$ cat src/rtl/player_ctrl.sv
// player_ctrl: turns pad inputs into packed player and sword entities on a tile grid, once per frame_tick.
// Optional PLAYER_CTRL_WRAP_EN: moves and sword placement wrap around grid edges instead of clamping.
module player_ctrl #(
    parameter int         X_W           = 4,
    parameter int         Y_W           = 4,
    parameter int         X_MAX         = 15,
    parameter int         Y_MAX         = 11,
    parameter int         SPAWN_X       = 7,
    parameter int         SPAWN_Y       = 5,
    parameter int         HEALTH_W      = 2,
    parameter int         MAX_HEALTH    = 3,
    parameter int         MOVE_FRAMES   = 2,
    parameter int         SWORD_FRAMES  = 4,
    parameter int         INVUL_FRAMES  = 8,
    parameter logic [3:0] PLAYER_SPRITE = 4'h1,
    parameter logic [3:0] DEAD_SPRITE   = 4'h2,
    parameter logic [3:0] SWORD_SPRITE  = 4'h3,
    parameter logic [3:0] NONE_SPRITE   = 4'hF
) (
    input  logic                    clk,
    input  logic                    reset,
    input  logic                    frame_tick,
    input  logic                    up,
    input  logic                    down,
    input  logic                    left,
    input  logic                    right,
    input  logic                    A,
    input  logic                    B,
    input  logic                    select,
    input  logic                    start,
    input  logic                    hit,
    output logic [6+X_W+Y_W-1:0]    player,
    output logic [6+X_W+Y_W-1:0]    sword,
    output logic [HEALTH_W-1:0]     player_health,
    output logic                    player_alive
);

    localparam int E    = 6 + X_W + Y_W;
    localparam int CD_W = (MOVE_FRAMES > 1) ? $clog2(MOVE_FRAMES) : 1;
    localparam int SW_W = $clog2(SWORD_FRAMES + 1);
    localparam int IV_W = (INVUL_FRAMES > 0) ? $clog2(INVUL_FRAMES + 1) : 1;

    localparam logic [X_W-1:0]      X_LAST       = X_W'(X_MAX);
    localparam logic [Y_W-1:0]      Y_LAST       = Y_W'(Y_MAX);
    localparam logic [X_W-1:0]      SPAWN_XV     = X_W'(SPAWN_X);
    localparam logic [Y_W-1:0]      SPAWN_YV     = Y_W'(SPAWN_Y);
    localparam logic [HEALTH_W-1:0] FULL_HEALTH  = HEALTH_W'(MAX_HEALTH);
    localparam logic [CD_W-1:0]     COOL_RELOAD  = CD_W'(MOVE_FRAMES - 1);
    localparam logic [SW_W-1:0]     SWORD_RELOAD = SW_W'(SWORD_FRAMES);
    localparam logic [IV_W-1:0]     INVUL_RELOAD = IV_W'(INVUL_FRAMES);
    localparam logic [E-1:0]        SWORD_HIDDEN = {2'b00, NONE_SPRITE, {X_W{1'b0}}, {Y_W{1'b0}}};

    localparam logic [1:0] OR_UP    = 2'b00;
    localparam logic [1:0] OR_RIGHT = 2'b01;
    localparam logic [1:0] OR_DOWN  = 2'b10;
    localparam logic [1:0] OR_LEFT  = 2'b11;

`ifdef PLAYER_CTRL_WRAP_EN
    localparam bit WRAP = 1'b1;
`else
    localparam bit WRAP = 1'b0;
`endif

    typedef enum logic [1:0] {
        IDLE,
        ATTACK,
        DEAD
    } state_t;

    state_t              state, state_next;
    logic [1:0]          orient, orient_next;
    logic [3:0]          sprite, sprite_next;
    logic [X_W-1:0]      x, x_next;
    logic [Y_W-1:0]      y, y_next;
    logic [HEALTH_W-1:0] health, health_next;
    logic [CD_W-1:0]     cooldown, cooldown_next;
    logic [IV_W-1:0]     invul, invul_next;
    logic [SW_W-1:0]     timer, timer_next;
    logic                atk_prev, atk_prev_next;
    logic [E-1:0]        sword_reg, sword_next;
    logic                alive, alive_next;

    logic       atk;
    logic       take_hit;
    logic       dir_held;
    logic [1:0] dir;
    logic       ahead_off;
    logic       unused_select;

    assign unused_select = select;

    // One tile step along a direction; at the grid edge it either stays put or wraps.
    function automatic logic [X_W-1:0] step_x(input logic [X_W-1:0] cx, input logic [1:0] d);
        logic [X_W-1:0] nx;
        nx = cx;
        if (d == OR_RIGHT) begin
            if (cx == X_LAST) nx = WRAP ? '0 : cx;
            else              nx = cx + X_W'(1);
        end else if (d == OR_LEFT) begin
            if (cx == '0)     nx = WRAP ? X_LAST : cx;
            else              nx = cx - X_W'(1);
        end
        return nx;
    endfunction

    function automatic logic [Y_W-1:0] step_y(input logic [Y_W-1:0] cy, input logic [1:0] d);
        logic [Y_W-1:0] ny;
        ny = cy;
        if (d == OR_DOWN) begin
            if (cy == Y_LAST) ny = WRAP ? '0 : cy;
            else              ny = cy + Y_W'(1);
        end else if (d == OR_UP) begin
            if (cy == '0)     ny = WRAP ? Y_LAST : cy;
            else              ny = cy - Y_W'(1);
        end
        return ny;
    endfunction

    assign atk       = (A | B) & ~atk_prev;
    assign take_hit  = hit && (invul == '0) && (state != DEAD);
    assign dir_held  = up | down | left | right;
    assign dir       = up ? OR_UP : (down ? OR_DOWN : (left ? OR_LEFT : OR_RIGHT));
    assign ahead_off = ((orient == OR_UP)    && (y == '0))     ||
                       ((orient == OR_DOWN)  && (y == Y_LAST)) ||
                       ((orient == OR_LEFT)  && (x == '0))     ||
                       ((orient == OR_RIGHT) && (x == X_LAST));

    always_comb begin
        state_next    = state;
        orient_next   = orient;
        sprite_next   = sprite;
        x_next        = x;
        y_next        = y;
        health_next   = health;
        cooldown_next = cooldown;
        invul_next    = invul;
        timer_next    = timer;
        atk_prev_next = atk_prev;
        sword_next    = sword_reg;
        alive_next    = alive;

        if (frame_tick) begin
            atk_prev_next = A | B;
            if (invul != '0) invul_next = invul - IV_W'(1);

            case (state)
                IDLE: begin
                    if (atk) begin
                        state_next = ATTACK;
                        timer_next = SWORD_RELOAD;
                        sword_next = {orient,
                                      (ahead_off && !WRAP) ? NONE_SPRITE : SWORD_SPRITE,
                                      step_x(x, orient), step_y(y, orient)};
                    end else if (dir_held) begin
                        orient_next = dir;
                        if (cooldown == '0) begin
                            x_next        = step_x(x, dir);
                            y_next        = step_y(y, dir);
                            cooldown_next = COOL_RELOAD;
                        end else begin
                            cooldown_next = cooldown - CD_W'(1);
                        end
                    end else begin
                        cooldown_next = '0;
                    end
                end
                ATTACK: begin
                    // The entry tick already counted as the first sword frame.
                    if (timer <= SW_W'(1)) begin
                        state_next    = IDLE;
                        timer_next    = '0;
                        sword_next    = SWORD_HIDDEN;
                        cooldown_next = '0;
                    end else begin
                        timer_next = timer - SW_W'(1);
                    end
                end
                DEAD: begin
                    if (start) begin
                        state_next    = IDLE;
                        orient_next   = OR_UP;
                        sprite_next   = PLAYER_SPRITE;
                        x_next        = SPAWN_XV;
                        y_next        = SPAWN_YV;
                        health_next   = FULL_HEALTH;
                        cooldown_next = '0;
                        invul_next    = '0;
                        timer_next    = '0;
                        sword_next    = SWORD_HIDDEN;
                        alive_next    = 1'b1;
                    end
                end
                default: state_next = IDLE;
            endcase
        end

        // Damage is sampled every clock; a fatal hit freezes the player where it stood.
        if (take_hit) begin
            invul_next  = INVUL_RELOAD;
            health_next = (health == '0) ? '0 : health - HEALTH_W'(1);
            if (health <= HEALTH_W'(1)) begin
                health_next   = '0;
                state_next    = DEAD;
                sprite_next   = DEAD_SPRITE;
                orient_next   = orient;
                x_next        = x;
                y_next        = y;
                timer_next    = '0;
                cooldown_next = '0;
                sword_next    = SWORD_HIDDEN;
                alive_next    = 1'b0;
            end
        end
    end

    always_ff @(posedge clk) begin
        if (reset) begin
            state    <= IDLE;
            orient   <= OR_UP;
            sprite   <= PLAYER_SPRITE;
            x        <= SPAWN_XV;
            y        <= SPAWN_YV;
            health   <= FULL_HEALTH;
            cooldown <= '0;
            invul    <= '0;
            timer    <= '0;
            atk_prev <= 1'b0;
            sword_reg <= SWORD_HIDDEN;
            alive    <= 1'b1;
        end else begin
            state    <= state_next;
            orient   <= orient_next;
            sprite   <= sprite_next;
            x        <= x_next;
            y        <= y_next;
            health   <= health_next;
            cooldown <= cooldown_next;
            invul    <= invul_next;
            timer    <= timer_next;
            atk_prev <= atk_prev_next;
            sword_reg <= sword_next;
            alive    <= alive_next;
        end
    end

    assign player        = {orient, sprite, x, y};
    assign sword         = sword_reg;
    assign player_health = health;
    assign player_alive  = alive;

endmodule

$ cat config.mk
export PLATFORM = sky130hd
export DESIGN_NAME = player_ctrl
export DESIGN_NICKNAME = d
export VERILOG_FILES = /design/src/rtl/player_ctrl.sv
export SDC_FILE = /design/constraint.sdc
export NUM_CORES = 1
export LEC_CHECK = 0
export ABC_CLOCK_PERIOD_IN_PS = 2650
export CAP_MARGIN = 15
export CORE_ASPECT_RATIO = 1.75
export CORE_UTILIZATION = 50
export DETAILED_ROUTE_END_ITERATION = 10
export PLACE_DENSITY = 0.77
export SLEW_MARGIN = 20
export SYNTH_ARGS = -nofsm -noshare
export SYNTH_HDL_FRONTEND = slang
export SYNTH_SLANG_ARGS = --single-unit
$ cat constraint.sdc
create_clock -name clk -period 2.65 [get_ports clk]
set_input_delay 0.53 -clock clk [delete_from_list [all_inputs] [get_ports clk]]
set_output_delay 0.53 -clock clk [all_outputs]
set_load 0.01 [all_outputs]
### Yosys cells after proc, flatten, opt, wreduce, memory -nomap -nowiden

Index checks and enable logic that the tools add are counted.

* muxes and demuxes: 90
* equality and inequality tests: 12
* $lt $le $gt $ge: 2
* bitwise logic cells: 6
* $add $sub $neg: 8
* reduce and logical (&&, ||, !) cells: 22

Operator list (number)
* $mux W4: 37
* $mux W14: 6
* $mux W2: 21
* $pmux W14 S3: 1
* $mux W3: 6
* $pmux W4 S2: 2
* $mux W1: 13
* $logic_not A4 Y1: 3
* $sub A4 B1 Y4 const B: 3
* $eq A2 B2 Y1 const B: 5
* $pmux W3 S3: 1
* $add A4 B1 Y4 const B: 2
* $eq A4 B4 Y1 const B: 2
* $logic_not A2 Y1: 4
* $eq A2 B1 Y1 const B: 3
* $logic_and A1 B1 Y1: 6
* $pmux W2 S3: 1
* $reduce_bool A2 Y1: 3
* $ne A2 B2 Y1 const B: 2
* $or A1 B1 Y1: 4
* $pmux W2 S2: 1
* $reduce_bool A4 Y1: 1
* $le A3 B1 Y1 const B: 1
* $logic_or A1 B1 Y1: 3
* other kinds (9): 9

* output and inout port bits: 31
* bits of input ports: 12
* logic and storage cells: 153
* bits in registers: 42

### Longest topological paths before layout

* word-level depth: 13
* mapped depth: 8
* gate-level depth less buffers: 7

### Worst setup path before layout

No wires, ideal clock.

* path type: flip-flop to flip-flop
* start point: register y[1]
* end point: register sword_reg[10], in the netlist sword[10]
* required time: 2571 ps
* path buffers: 0
* stages on the path, launching flop included: 8
* data arrival time: 1995 ps
* setup time: 79 ps
* period minus slack after synthesis: 2074 ps
* path slack: 576 ps
* cells stage by stage: dfxtp_1 inv_1 ha_1 or3b_2 a21oi_2 o21ai_1 or4_1 a22oi_1

* cells in the longest elaborated chain, start to end: 11
* elaborated cells on any way between the ends: 13
* those cells by class: 1 x eq/ne; 6 x mux; 6 x reduce/logical

Ends and longest elaborated chain
* start: declaration: line 74 `logic [Y_W-1:0] y, y_next;`
* start signal: assignment: line 235 `y <= y_next;`
* $eq A4 B4 Y1 or $logic_not A4 Y1 (tied branches): line 124, 123
* $logic_and A1 B1 Y1, on equally long branches: line 124, 123
* $logic_or A1 B1 Y1 (*): line 123 `assign ahead_off = ((orient == OR_UP) && (y == '0)) ||`
* $logic_or A1 B1 Y1 (*): line 124 `((orient == OR_DOWN) && (y == Y_LAST)) ||`
* $logic_or A1 B1 Y1 (*): line 125 `((orient == OR_LEFT) && (x == '0)) ||`
* $mux W4 (*): line 152 `(ahead_off && !WRAP) ? NONE_SPRITE : SWORD_SPRITE,`
* $mux W14 (*): line 148 `if (atk) begin`
* $pmux W14 S3 (*): line 146 `case (state)`
* $mux W14 (*): line 142 `if (frame_tick) begin`
* $mux W14: line 201 `if (health <= HEALTH_W'(1)) begin`
* $mux W14 (*): line 198 `if (take_hit) begin`
* end signal: assignment: line 241 `sword_reg <= sword_next;`
* end: declaration: line 80 `logic [E-1:0] sword_reg, sword_next;`

Mark *: on every way between the ends. The rest lies on a longest branch, timed or not.
A chain may end at the register's enable or synchronous reset.

### Worst setup path in the final report

Ends and elaborated chain as after synthesis.

==> impl_metrics.csv <==
group,metric,value,unit
worst_setup_path,critPathCaptureType,"flop",
clocking,cts-root-buf,"clkbuf_8",
clocking,h-tree-depth,2,
final_layout,largest_register_ffs,14,
worst_setup_path,critical_path.max_fanout,8,
grt,use_met1,0.267,
synth,yosys.area.top_type_share,0.324,
die,die_area,5490,sq um
synth,ys_seq_area_frac,0.324,
synth,synth_top_area_cell,"dfxtp_1",
synth,synth_edf_count,0,
grt,grt_max_degree,22,
sta,tightestPinTransition,0.661,ns
grt,antenna_found_initial,0,
clocking,hold_buffers,0,
placed_design,place_hpwl,4880,um
clocking,cts_tree,"yes",
final_layout,final.fill_count,440,
worst_setup_path,r2r_cells,7,
grt,grt_usage,0.245,
power_and_ir_drop,p_total,0.00183,W
clocking,clock_latency,0.30,ns
final_layout,nets,394,
synth,yosysWarningCount,0,
min_path,hold_class,"reg -> reg",
worst_setup_path,required,2.88,ns
detailed_routing,wl_per_cell,14.9,um
sta,period_share,0.885,
grt,met2_usage,0.438,
sta,maxSlewHeadroom,0.558,
sta,fin_setup_tns,0,ns
placed_design,place_inst,422,
die,die_w,56.5,um
clocking,ctsResizeCount,0,
sta,setup_viol,0,
detailed_routing,antenna_left,0,
detailed_routing,drtIter0Drc,84,
synth,syn_area,2590,sq um
final_layout,n_antenna_cell,0,
grt,grt_pass1_vias,2452,
synth,async_reset_ff_frac,0,
flow_run,drv_cap,0,
clocking,cts.sinks,42,
worst_setup_path,worstSetupEndpoint,"sword[10]",
sta,fin_hold_ws,0.451,ns
synth,synthFlopType,"dfxtp_1",
power_and_ir_drop,power_leakage,1.20,nW
placed_design,dp_slack,0.141,ns
sta,fmax,0.426,GHz
sta,drv_slew,0,
sta,rsz0062_at_grt,"no",
detailed_routing,postRouteWirelength,6410,um
detailed_routing,vias,2651,
worst_setup_path,r2r_slack,0.31,ns
final_layout,drive_gt1_frac,0.112,
die,rows,34,
synth,yosysMostFrequentCell,"dfxtp_1",
synth,synth.top_cells.by_area,"dfxtp_1, nor2_1, nand2_1, a21oi_1, o21ai_0",
worst_setup_path,path_class,"reg -> reg",
synth,syn_inst,330,
worst_setup_path,rr_endpoint,"sword[10]",
synth,synth_commonest_cells,"dfxtp_1, nor2_1, nand2_1",
detailed_routing,dr.pass1.iters,4,
sta,finalHoldViolations,0,
die,core,4980,sq um
power_and_ir_drop,p_per_area,569,nW/um^2
min_path,min_path_cells,1,
final_layout,area_growth,23.8,%
synth,synthDistinctLibCells,67,
grt,busiest_layer,"met2",
synth,syn-num-nets,349,
worst_setup_path,rr_startpoint,"y[1]",
status,outcome,"complete, no violations",
sta,finClkSkew,0.0121,ns
worst_setup_path,setup.worst_path.start,"y[1]",
detailed_routing,drc,0,
die,start_util,0.521,
placed_design,port_buffers,41,
clocking,clk_pin_slew,0.08,ns
power_and_ir_drop,vdd_ir_drop_max,0.000474,V
die,ios,43,
die,die_h,97.3,um
synth,syn_area_per_cell,7.86,sq um
worst_setup_path,start_kind,"flop",
worst_setup_path,cp.arrival,2.57,ns
placed_design,gp_congestion,0.952,
clocking,post_cts_buffers,0,
clocking,clock_path_buffers,2,
grt,use_met3,0.0413,
synth,synth_seq_cells,42,
final_layout,layoutNonFillerInstCount,429,
sta,setup_slack,0.305,ns
clocking,numCtsBuffers,5,
grt,grt_overflow,0,
detailed_routing,viasPerCell,6.18,
sta,period_needed,2.34,ns
grt,grt_pass1_wl,11000,um
[cell type report]
| cell class | instances | area [sq um] | area share |
|---|---|---|---|
| inverters | 15 | 56.3 | 0.0175 |
| clock inverters | 1 | 30.0 | 0.00935 |
| well taps | 54 | 67.6 | 0.0210 |
| flip-flops and latches | 42 | 841 | 0.262 |
| repair buffers | 57 | 531 | 0.165 |
| clock buffers | 6 | 82.6 | 0.0257 |
| multi-input cells | 254 | 1610 | 0.500 |
[routing by layer]
| metal | part of all wire | vias up |
|---|---|---|
| met1 | 0.40 | 1251 |
| met4 | 0.037 | 0 |
| met5 | 0 | - |
| met2 | 0.52 | 71 |
| met3 | 0.040 | 20 |
| li1 | - | 1309 |
[per-stage QoR]
stage	instance area, sq um	utilization
detailed placement	3100	0.623
CTS	3210	0.646
finish	3210	0.646
floorplan	2590	-
global route	3210	0.646
global placement	3100	0.623
[power by group]
group | switching (W) | internal (W)
combinational | 0.000286 | 0.000260
clock | 0.000215 | 0.000301
sequential | 0.0000691 | 0.000698
[how the worst min path moves through the flow]
stage	to	slack [ns]	start
after floorplan	invul[2]	0.46	invul[2]
after global placement	sword[9]	0.43	sword[9]
after detailed placement	sword[9]	0.43	sword[9]
after CTS	sword[9]	0.45	sword[9]
after global routing	sword[9]	0.46	sword[9]
final	sword[9]	0.45	sword[9]
[placed cells by master, fill, tap and decap left out, types with 5 or more instances in the layout]
| cell type | n |
|---|---|
| mux2i_1 | 5 |
| nand2b_1 | 5 |
| or3_1 | 10 |
| a22oi_1 | 5 |
| nand2_1 | 29 |
| clkbuf_8 | 6 |
| o21ai_0 | 18 |
| a31oi_1 | 5 |
| nor2b_1 | 5 |
| nor3_1 | 9 |
| clkdlybuf4s50_1 | 41 |
| a21oi_1 | 18 |
| dfxtp_1 | 42 |
| o211ai_1 | 6 |
| buf_4 | 16 |
| nor2_1 | 33 |
| a211oi_1 | 7 |
| ha_1 | 7 |
| inv_1 | 15 |
| nand3_1 | 11 |
| or4_1 | 5 |
[worst max-delay path: stages (launching register included)]
cell and delay [ns]:
dfxtp_1 0.39, inv_1 0.18, ha_1 0.33, or3b_2 0.49, a21oi_2 0.21, o21ai_1 0.13, or4_1 0.42, a22oi_1 0.14
[cell families (layout without fill, tap and decap cells)]
logic type / count (synthesis) / count (layout) / synth area share
AOI/OAI and AO/OA: 100 / 100 / 0.269
DFF: 42 / 42 / 0.324
and+or+nand+nor: 138 / 138 / 0.282
xor gates and xnor gates: 3 / 3 / 0.0101
muxes: 6 / 6 / 0.0236
adders and majority gates: 7 / 7 / 0.0337
buffers and inverters: 34 / 79 / 0.0574
Note: power is estimated with default switching activity, not from simulation.
